### config.mk
export PLATFORM = sky130hd
export DESIGN_NAME = ov7670_capture
export DESIGN_NICKNAME = d
export VERILOG_FILES = /design/src/rtl/ov7670_capture.sv
export SDC_FILE = /design/constraint.sdc
export NUM_CORES = 1
export LEC_CHECK = 0
export ABC_AREA = 0
export BUFFER_PORTS_ARGS = -buffer_cell sky130_fd_sc_hd__buf_2
export CAP_MARGIN = 20
export CELL_PAD_IN_SITES_DETAIL_PLACEMENT = 0
export CELL_PAD_IN_SITES_GLOBAL_PLACEMENT = 2
export CORE_MARGIN = 2
export CORE_UTILIZATION = 39
export DETAILED_ROUTE_END_ITERATION = 8
export MAX_ROUTING_LAYER = met4
export PLACE_DENSITY_LB_ADDON = 0.1
export SYNTH_ARGS = -nofsm -noshare
export SYNTH_HDL_FRONTEND = slang
export SYNTH_SLANG_ARGS = --single-unit
### constraint.sdc
create_clock -name i_clk -period 2.65 [get_ports i_clk]
set_clock_uncertainty 0.05 [all_clocks]
set_input_delay 0.1325 -clock i_clk [delete_from_list [all_inputs] [get_ports i_clk]]
set_output_delay 0.1325 -clock i_clk [all_outputs]
set_load 0.02 [all_outputs]
### src/rtl/ov7670_capture.sv
// ---------------------------------------------------------------------------
// ov7670_capture
//
// Front end for the camera frame buffer. The raw OV7670 parallel bus is
// brought into the system clock domain, whole frames are located using
// VSYNC, and each RGB565 byte pair is reduced to one RGB332 pixel. Every
// stored pixel produces a one-cycle write strobe with a linear address
// into the write port of the dual-port frame RAM.
//
// Ports:
//   i_clk          system clock
//   i_rst_n        asynchronous active-low reset
//   i_capture_en   level, 1 = capture frames continuously
//   i_cam_pclk     camera pixel clock (raw pin, sampled as data)
//   i_cam_href     camera line valid (raw pin)
//   i_cam_vsync    camera frame sync, high during vertical blanking
//   i_cam_data     camera data bus (raw pin)
//   o_pixel        RGB332 pixel {R[2:0],G[2:0],B[1:0]}
//   o_w_addr       frame RAM write address
//   o_w_en         one-cycle write strobe
//   o_frame_done   one-cycle pulse when a captured frame ends
//   o_busy         high while a frame is being captured
//   o_odd_err      sticky, a line ended on an odd byte count
// ---------------------------------------------------------------------------
module ov7670_capture #(
  parameter int IMG_W  = 176,
  parameter int IMG_H  = 120,
  parameter int ADDR_W = 15
) (
  input  logic              i_clk,
  input  logic              i_rst_n,
  input  logic              i_capture_en,
  input  logic              i_cam_pclk,
  input  logic              i_cam_href,
  input  logic              i_cam_vsync,
  input  logic [7:0]        i_cam_data,
  output logic [7:0]        o_pixel,
  output logic [ADDR_W-1:0] o_w_addr,
  output logic              o_w_en,
  output logic              o_frame_done,
  output logic              o_busy,
  output logic              o_odd_err
);

  // Counters are one value wider than the image so they can saturate at
  // IMG_W / IMG_H, which is what marks "outside the stored window".
  localparam int XW = $clog2(IMG_W + 1);
  localparam int YW = $clog2(IMG_H + 1);

  localparam logic [XW-1:0]     IMG_W_X = XW'(IMG_W);
  localparam logic [YW-1:0]     IMG_H_Y = YW'(IMG_H);
  localparam logic [ADDR_W-1:0] IMG_W_A = ADDR_W'(IMG_W);

  typedef enum logic [1:0] {
    S_IDLE,
    S_WAIT_VS_HI,
    S_WAIT_VS_LO,
    S_ACTIVE
  } state_t;

  state_t r_state;
  state_t w_state_next;

  // All camera pins share one 2-FF synchroniser vector so that PCLK, HREF,
  // VSYNC and DATA see identical delay and stay aligned with each other.
  logic [10:0] w_raw;
  logic [10:0] r_sync1;
  logic [10:0] r_sync2;

  logic        w_pclk_s;
  logic        w_href_s;
  logic        w_vs_s;
  logic [7:0]  w_data_s;

  logic        r_pclk_d;
  logic        r_href_d;
  logic        r_vs_d;

  logic        w_sample;
  logic        w_href_fall;
  logic        w_vs_rise;
  logic        w_vs_fall;

  logic        w_frame_start;
  logic        w_frame_end;

  logic [XW-1:0]     r_x;
  logic [YW-1:0]     r_y;
  logic [ADDR_W-1:0] r_row_base;
  logic              r_phase;
  logic [5:0]        r_b1;      // only the bits of the first byte that survive packing

  logic [7:0]        r_pixel;
  logic [ADDR_W-1:0] r_w_addr;
  logic              r_w_en;
  logic              r_frame_done;
  logic              r_odd_err;

  assign w_raw = {i_cam_pclk, i_cam_href, i_cam_vsync, i_cam_data};

  assign w_pclk_s = r_sync2[10];
  assign w_href_s = r_sync2[9];
  assign w_vs_s   = r_sync2[8];
  assign w_data_s = r_sync2[7:0];

  assign w_sample    = w_pclk_s & ~r_pclk_d;
  assign w_href_fall = r_href_d & ~w_href_s;
  assign w_vs_rise   = w_vs_s & ~r_vs_d;
  assign w_vs_fall   = r_vs_d & ~w_vs_s;

  // Synchroniser and edge-detect history
  always_ff @(posedge i_clk or negedge i_rst_n) begin
    if (!i_rst_n) begin
      r_sync1  <= '0;
      r_sync2  <= '0;
      r_pclk_d <= 1'b0;
      r_href_d <= 1'b0;
      r_vs_d   <= 1'b0;
    end else begin
      r_sync1  <= w_raw;
      r_sync2  <= r_sync1;
      r_pclk_d <= w_pclk_s;
      r_href_d <= w_href_s;
      r_vs_d   <= w_vs_s;
    end
  end

  // FSM state register
  always_ff @(posedge i_clk or negedge i_rst_n) begin
    if (!i_rst_n) begin
      r_state <= S_IDLE;
    end else begin
      r_state <= w_state_next;
    end
  end

  // FSM next state. Capture only begins on a VSYNC falling edge that was
  // preceded by VSYNC high while armed, so a frame is never joined midway.
  always_comb begin
    w_state_next  = r_state;
    w_frame_start = 1'b0;
    w_frame_end   = 1'b0;
    case (r_state)
      S_IDLE: begin
        if (i_capture_en) begin
          w_state_next = S_WAIT_VS_HI;
        end
      end
      S_WAIT_VS_HI: begin
        if (w_vs_s) begin
          w_state_next = S_WAIT_VS_LO;
        end
      end
      S_WAIT_VS_LO: begin
        if (w_vs_fall) begin
          w_state_next  = S_ACTIVE;
          w_frame_start = 1'b1;
        end
      end
      S_ACTIVE: begin
        // Dropping capture enable mid-frame only takes effect here, at the
        // end of the frame.
        if (w_vs_rise) begin
          w_frame_end  = 1'b1;
          w_state_next = i_capture_en ? S_WAIT_VS_LO : S_IDLE;
        end
      end
      default: begin
        w_state_next = S_IDLE;
      end
    endcase
  end

  // Pixel packing, position tracking and write generation
  always_ff @(posedge i_clk or negedge i_rst_n) begin
    if (!i_rst_n) begin
      r_x          <= '0;
      r_y          <= '0;
      r_row_base   <= '0;
      r_phase      <= 1'b0;
      r_b1         <= '0;
      r_pixel      <= '0;
      r_w_addr     <= '0;
      r_w_en       <= 1'b0;
      r_frame_done <= 1'b0;
      r_odd_err    <= 1'b0;
    end else begin
      r_w_en       <= 1'b0;
      r_frame_done <= w_frame_end;
      if (w_frame_start) begin
        r_x        <= '0;
        r_y        <= '0;
        r_row_base <= '0;
        r_phase    <= 1'b0;
        r_odd_err  <= 1'b0;
      end else if (r_state == S_ACTIVE) begin
        // A sample needs HREF high and a line end needs HREF low, so the two
        // branches are mutually exclusive. A line end coinciding with the
        // VSYNC rise is still processed here before the FSM leaves ACTIVE.
        if (w_sample && w_href_s) begin
          if (!r_phase) begin
            r_b1    <= {w_data_s[7:5], w_data_s[2:0]};
            r_phase <= 1'b1;
          end else begin
            r_phase <= 1'b0;
            if ((r_x < IMG_W_X) && (r_y < IMG_H_Y)) begin
              r_pixel  <= {r_b1, w_data_s[4:3]};
              r_w_addr <= r_row_base + ADDR_W'(r_x);
              r_w_en   <= 1'b1;
            end
            if (r_x < IMG_W_X) begin
              r_x <= r_x + XW'(1);
            end
          end
        end else if (w_href_fall) begin
          if (r_phase) begin
            r_odd_err <= 1'b1;
          end
          r_phase <= 1'b0;
          // Empty lines (no complete pixel) do not advance the row. The row
          // base is accumulated instead of computed as y*IMG_W; once y has
          // saturated the base is frozen, so it can never produce an address
          // for a row outside the window.
          if (r_x != '0) begin
            if (r_y < IMG_H_Y) begin
              r_y        <= r_y + YW'(1);
              r_row_base <= r_row_base + IMG_W_A;
            end
            r_x <= '0;
          end
        end
      end
    end
  end

  assign o_pixel      = r_pixel;
  assign o_w_addr     = r_w_addr;
  assign o_w_en       = r_w_en;
  assign o_frame_done = r_frame_done;
  assign o_busy       = (r_state == S_ACTIVE);
  assign o_odd_err    = r_odd_err;

endmodule

==> flow_summary_export.csv <==
group,metric,value,unit
yosys,synth_top_family_by_area,"compound AO/OA/AOI/OAI gates",
critical_path,crit_type,"reg2reg",
sta,worstMarginPinSlew,0.637,ns
global_route,grt_pass1_vias,2552,
yosys,synthMuxAreaShare,0.0730,
yosys,synth_compound_area_frac,0.157,
clock_network,htreeDepth,3,
sta,drv_slew,0,
clock_network,clock-root-buffer,"clkbuf_8",
detailed_routing,wire_per_inst,15.1,µm
placement,gp_congestion,0.733,
final_layout,nNetsFinal,398,
floorplanning,coreArea,9280,µm²
power_and_ir_drop,leakage,2.05,nW
sta,rsz0062_at_grt,"false",
clock_network,clk_latency,0.35,ns
detailed_routing,drt-total-wl,7680,µm
floorplanning,die_area,10400,µm²
detailed_routing,drt-initial-drc-count,93,
final_layout,area_delta_synth_final,19.7,%
placement,placed_area,4130,µm²
yosys,syn_area,3750,µm²
detailed_routing,via_count,2613,
yosys,synthFlopType,"dfrtp_1",
final_layout,drive_gt1_frac,0.255,
yosys,yosys.area_share.adder,0.0300,
final_layout,diodes,0,
sta,post-route-period-util,0.832,
power_and_ir_drop,power_density,797,nW/µm²
floorplanning,row_count,35,
clock_network,cts_made_buffers,9,
sta,setup_violations,0,
clock_network,clkSinkCount,86,
yosys,synth-edff-count,0,
sta,setup_tns,0,ns
yosys,synth_warnings,0,
placement,portBuffers,40,
yosys,synth-async-reset-ratio,1.00,
sta,timing.final.crit_period,2.20,ns
global_route,grt_util_all_layers,0.168,
sta,finalHoldViolations,0,
floorplanning,io_pins,41,
global_route,overflow,0,
global_route,grt_pass1_wl,13000,µm
final_layout,multi_input_area,1500,µm²
detailed_routing,viasPerCell,5.13,
clock_network,cts.path.max_buffers,2,
detailed_routing,drc,0,
floorplanning,die_w,102,µm
global_route,antenna_found_initial,0,
yosys,ys_seq_area_frac,0.574,
yosys,syn_area_per_cell,12.0,µm²
critical_path,cp-start-kind,"register",
floorplanning,die_h,102,µm
clock_network,cts_tree,"done",
yosys,synth.distinct_cells,59,
floorplanning,start_util,0.404,
detailed_routing,first_pass_iters,4,
min_path,holdCritPathClass,"in2async",
final_layout,fillers,890,
yosys,synth_seq_cells,86,
power_and_ir_drop,max-vdd-ir-drop,364,µV
yosys,yosys.area_share.simple,0.120,
clock_network,clkTransAtPathRegs,0.09,ns
yosys,synth.net_count,336,
final_layout,final_area,4490,µm²
critical_path,cp.arrival,2.44,ns
sta,fmax,454,MHz
final_layout,regArea,2150,µm²
yosys,syn_inst,313,
detailed_routing,antenna_left,0,
sta,slew_headroom,0.573,
critical_path,worst-path-max-fanout,25,
critical_path,end_kind,"register",
flow_run,max_cap_violations,0,
run_status,status,"finished, final reports clean",
critical_path,crit_required,2.88,ns
global_route,grt_max_degree,47,
yosys,synthXorXnorAreaFrac,0.0163,
placement,post-dp-hpwl,5120,µm
-- routing by layer --
metal,vias up,GRT usage,part of all wire
met5,-,-,0
met4,0,0.0677,0.010
met3,8,0.0315,0.032
met2,48,0.257,0.46
met1,1276,0.221,0.50
li1,1281,-,-
-- power breakdown --
group | switching, mW | internal, mW | total, mW
clock | 0.493 | 0.564 | 1.06
combinational | 0.472 | 0.337 | 0.809
sequential | 0.164 | 1.55 | 1.71
-- critical path: stages (launching register included) --
cell      delay, ns
dfrtp_1        0.44
inv_1          0.10
ha_1           0.14
or3b_2         0.52
o211ai_4       0.56
o21ai_0        0.18
a21oi_1        0.15
-- per-stage QoR --
step / worst slack [ns] / power [mW] / hold slack [ns] / cells / util
floorplan: 0.801 / 2.26 / -0.213 / 313 / -
detailed placement: 0.450 / 2.55 / 0.0995 / 480 / 0.445
CTS: 0.428 / 3.62 / 0.257 / 509 / 0.484
global placement: 0.500 / 2.53 / 0.102 / 480 / 0.445
finish: 0.446 / 3.58 / 0.246 / 509 / 0.484
global route: 0.270 / 3.80 / 0.284 / 509 / 0.484
-- worst paths after layout --
path,start,end,slack (ns),depth (start not counted)
worst max register to register,r_x[0],r_row_base[9],0.45,6
worst min register to register,r_sync1[2],r_sync2[2],0.30,0
max in group asynchronous,i_rst_n,r_y[0],1.66,3
worst max-delay path,r_x[0],r_row_base[9],0.45,6
worst min-delay path,i_rst_n,r_x[4],0.25,2
min in group i_clk,r_sync1[2],r_sync2[2],0.30,0
-- registers in the layout, summed over array words and instances (netlist names) --
| signal | flops |
|---|---|
| o_frame_done | 1 |
| o_odd_err | 1 |
| o_pixel | 8 |
| o_w_addr | 15 |
| o_w_en | 1 |
| r_b1 | 6 |
| r_href_d | 1 |
| r_pclk_d | 1 |
| r_phase | 1 |
| r_row_base | 11 |
| r_state | 2 |
| r_sync1 | 11 |
| r_sync2 | 11 |
| r_vs_d | 1 |
| r_x | 8 |
| r_y | 7 |
-- cells in the mapped netlist, types with 2 or more instances --
cell type  count  area [µm²]
o211ai_1       4        30.0
mux2_1         2        22.5
o21ai_0       20         100
o211a_1        2        20.0
buf_2          3        15.0
a21oi_1       18        90.1
nor3_2         2        20.0
ha_1           9         113
mux2i_1        6        60.1
nand3_2        2        20.0
dfrtp_1       86        2150
or3_1          5        31.3
a21o_1         2        15.0
inv_1         11        41.3
o2111a_1       2        22.5
clkbuf_1       3        11.3
nand3_1        8        40.0
nand4_1        3        18.8
xnor2_1        5        43.8
and3_1         4        25.0
a31oi_1       10        62.6
nor3_1         6        30.0
o31ai_1       12        90.1
and2_1         2        12.5
xor2_1         2        17.5
buf_6          3        33.8
mux2_2        17         191
a2bb2oi_1      2        17.5
nor2_1        11        41.3
nand2_1       16        60.1
or4_1          7        52.6
-- cell usage in the layout (no fill, tap or decap), types with 2 or more instances in the layout --
cell type	instances
a21o_1	2
a21oi_1	18
a2bb2oi_1	2
a31oi_1	10
and2_1	2
and3_1	4
buf_2	39
buf_4	8
bufinv_16	2
clkbuf_8	10
clkinvlp_4	2
dfrtp_1	86
dlygate4sd3_1	13
ha_1	9
inv_1	11
inv_6	2
mux2_1	2
mux2_2	17
mux2i_1	6
nand2_1	16
nand3_1	8
nand3_2	2
nand4_1	3
nor2_1	11
nor3_1	6
nor3_2	2
o2111a_1	2
o211a_1	2
o211ai_1	4
o21ai_0	20
o31ai_1	12
or3_1	5
or4_1	7
xnor2_1	5
xor2_1	2
-- kinds of logic after synthesis --
logic type / count (synthesis)
other: 1
multiplexers: 25
AND/OR/NAND/NOR: 77
buffers and inverters: 22
adder cells (fa/ha/maj): 9
AO/OA/AOI/OAI: 86
flip-flops: 86
XOR/XNOR: 7
-- final cells by class --
cell class / instances / area share
timing repair buffer: 61 / 0.0903
clock buffer: 10 / 0.0306
clock inverter: 6 / 0.0206
inverter: 12 / 0.0100
multi-input combinational: 205 / 0.333
tap: 129 / 0.0359
sequential: 86 / 0.479
-- what timing repair did --
| item | in CTS | in global routing |
|---|---|---|
| setup endpoints to repair | 0 | 0 |
| hold buffers | 13 | 0 |
| resized for setup | 0 | 0 |
| buffers inserted | 0 | 0 |
| endpoints found under the hold margin | 53 | 0 |
Power figures use the tool's default switching activity.
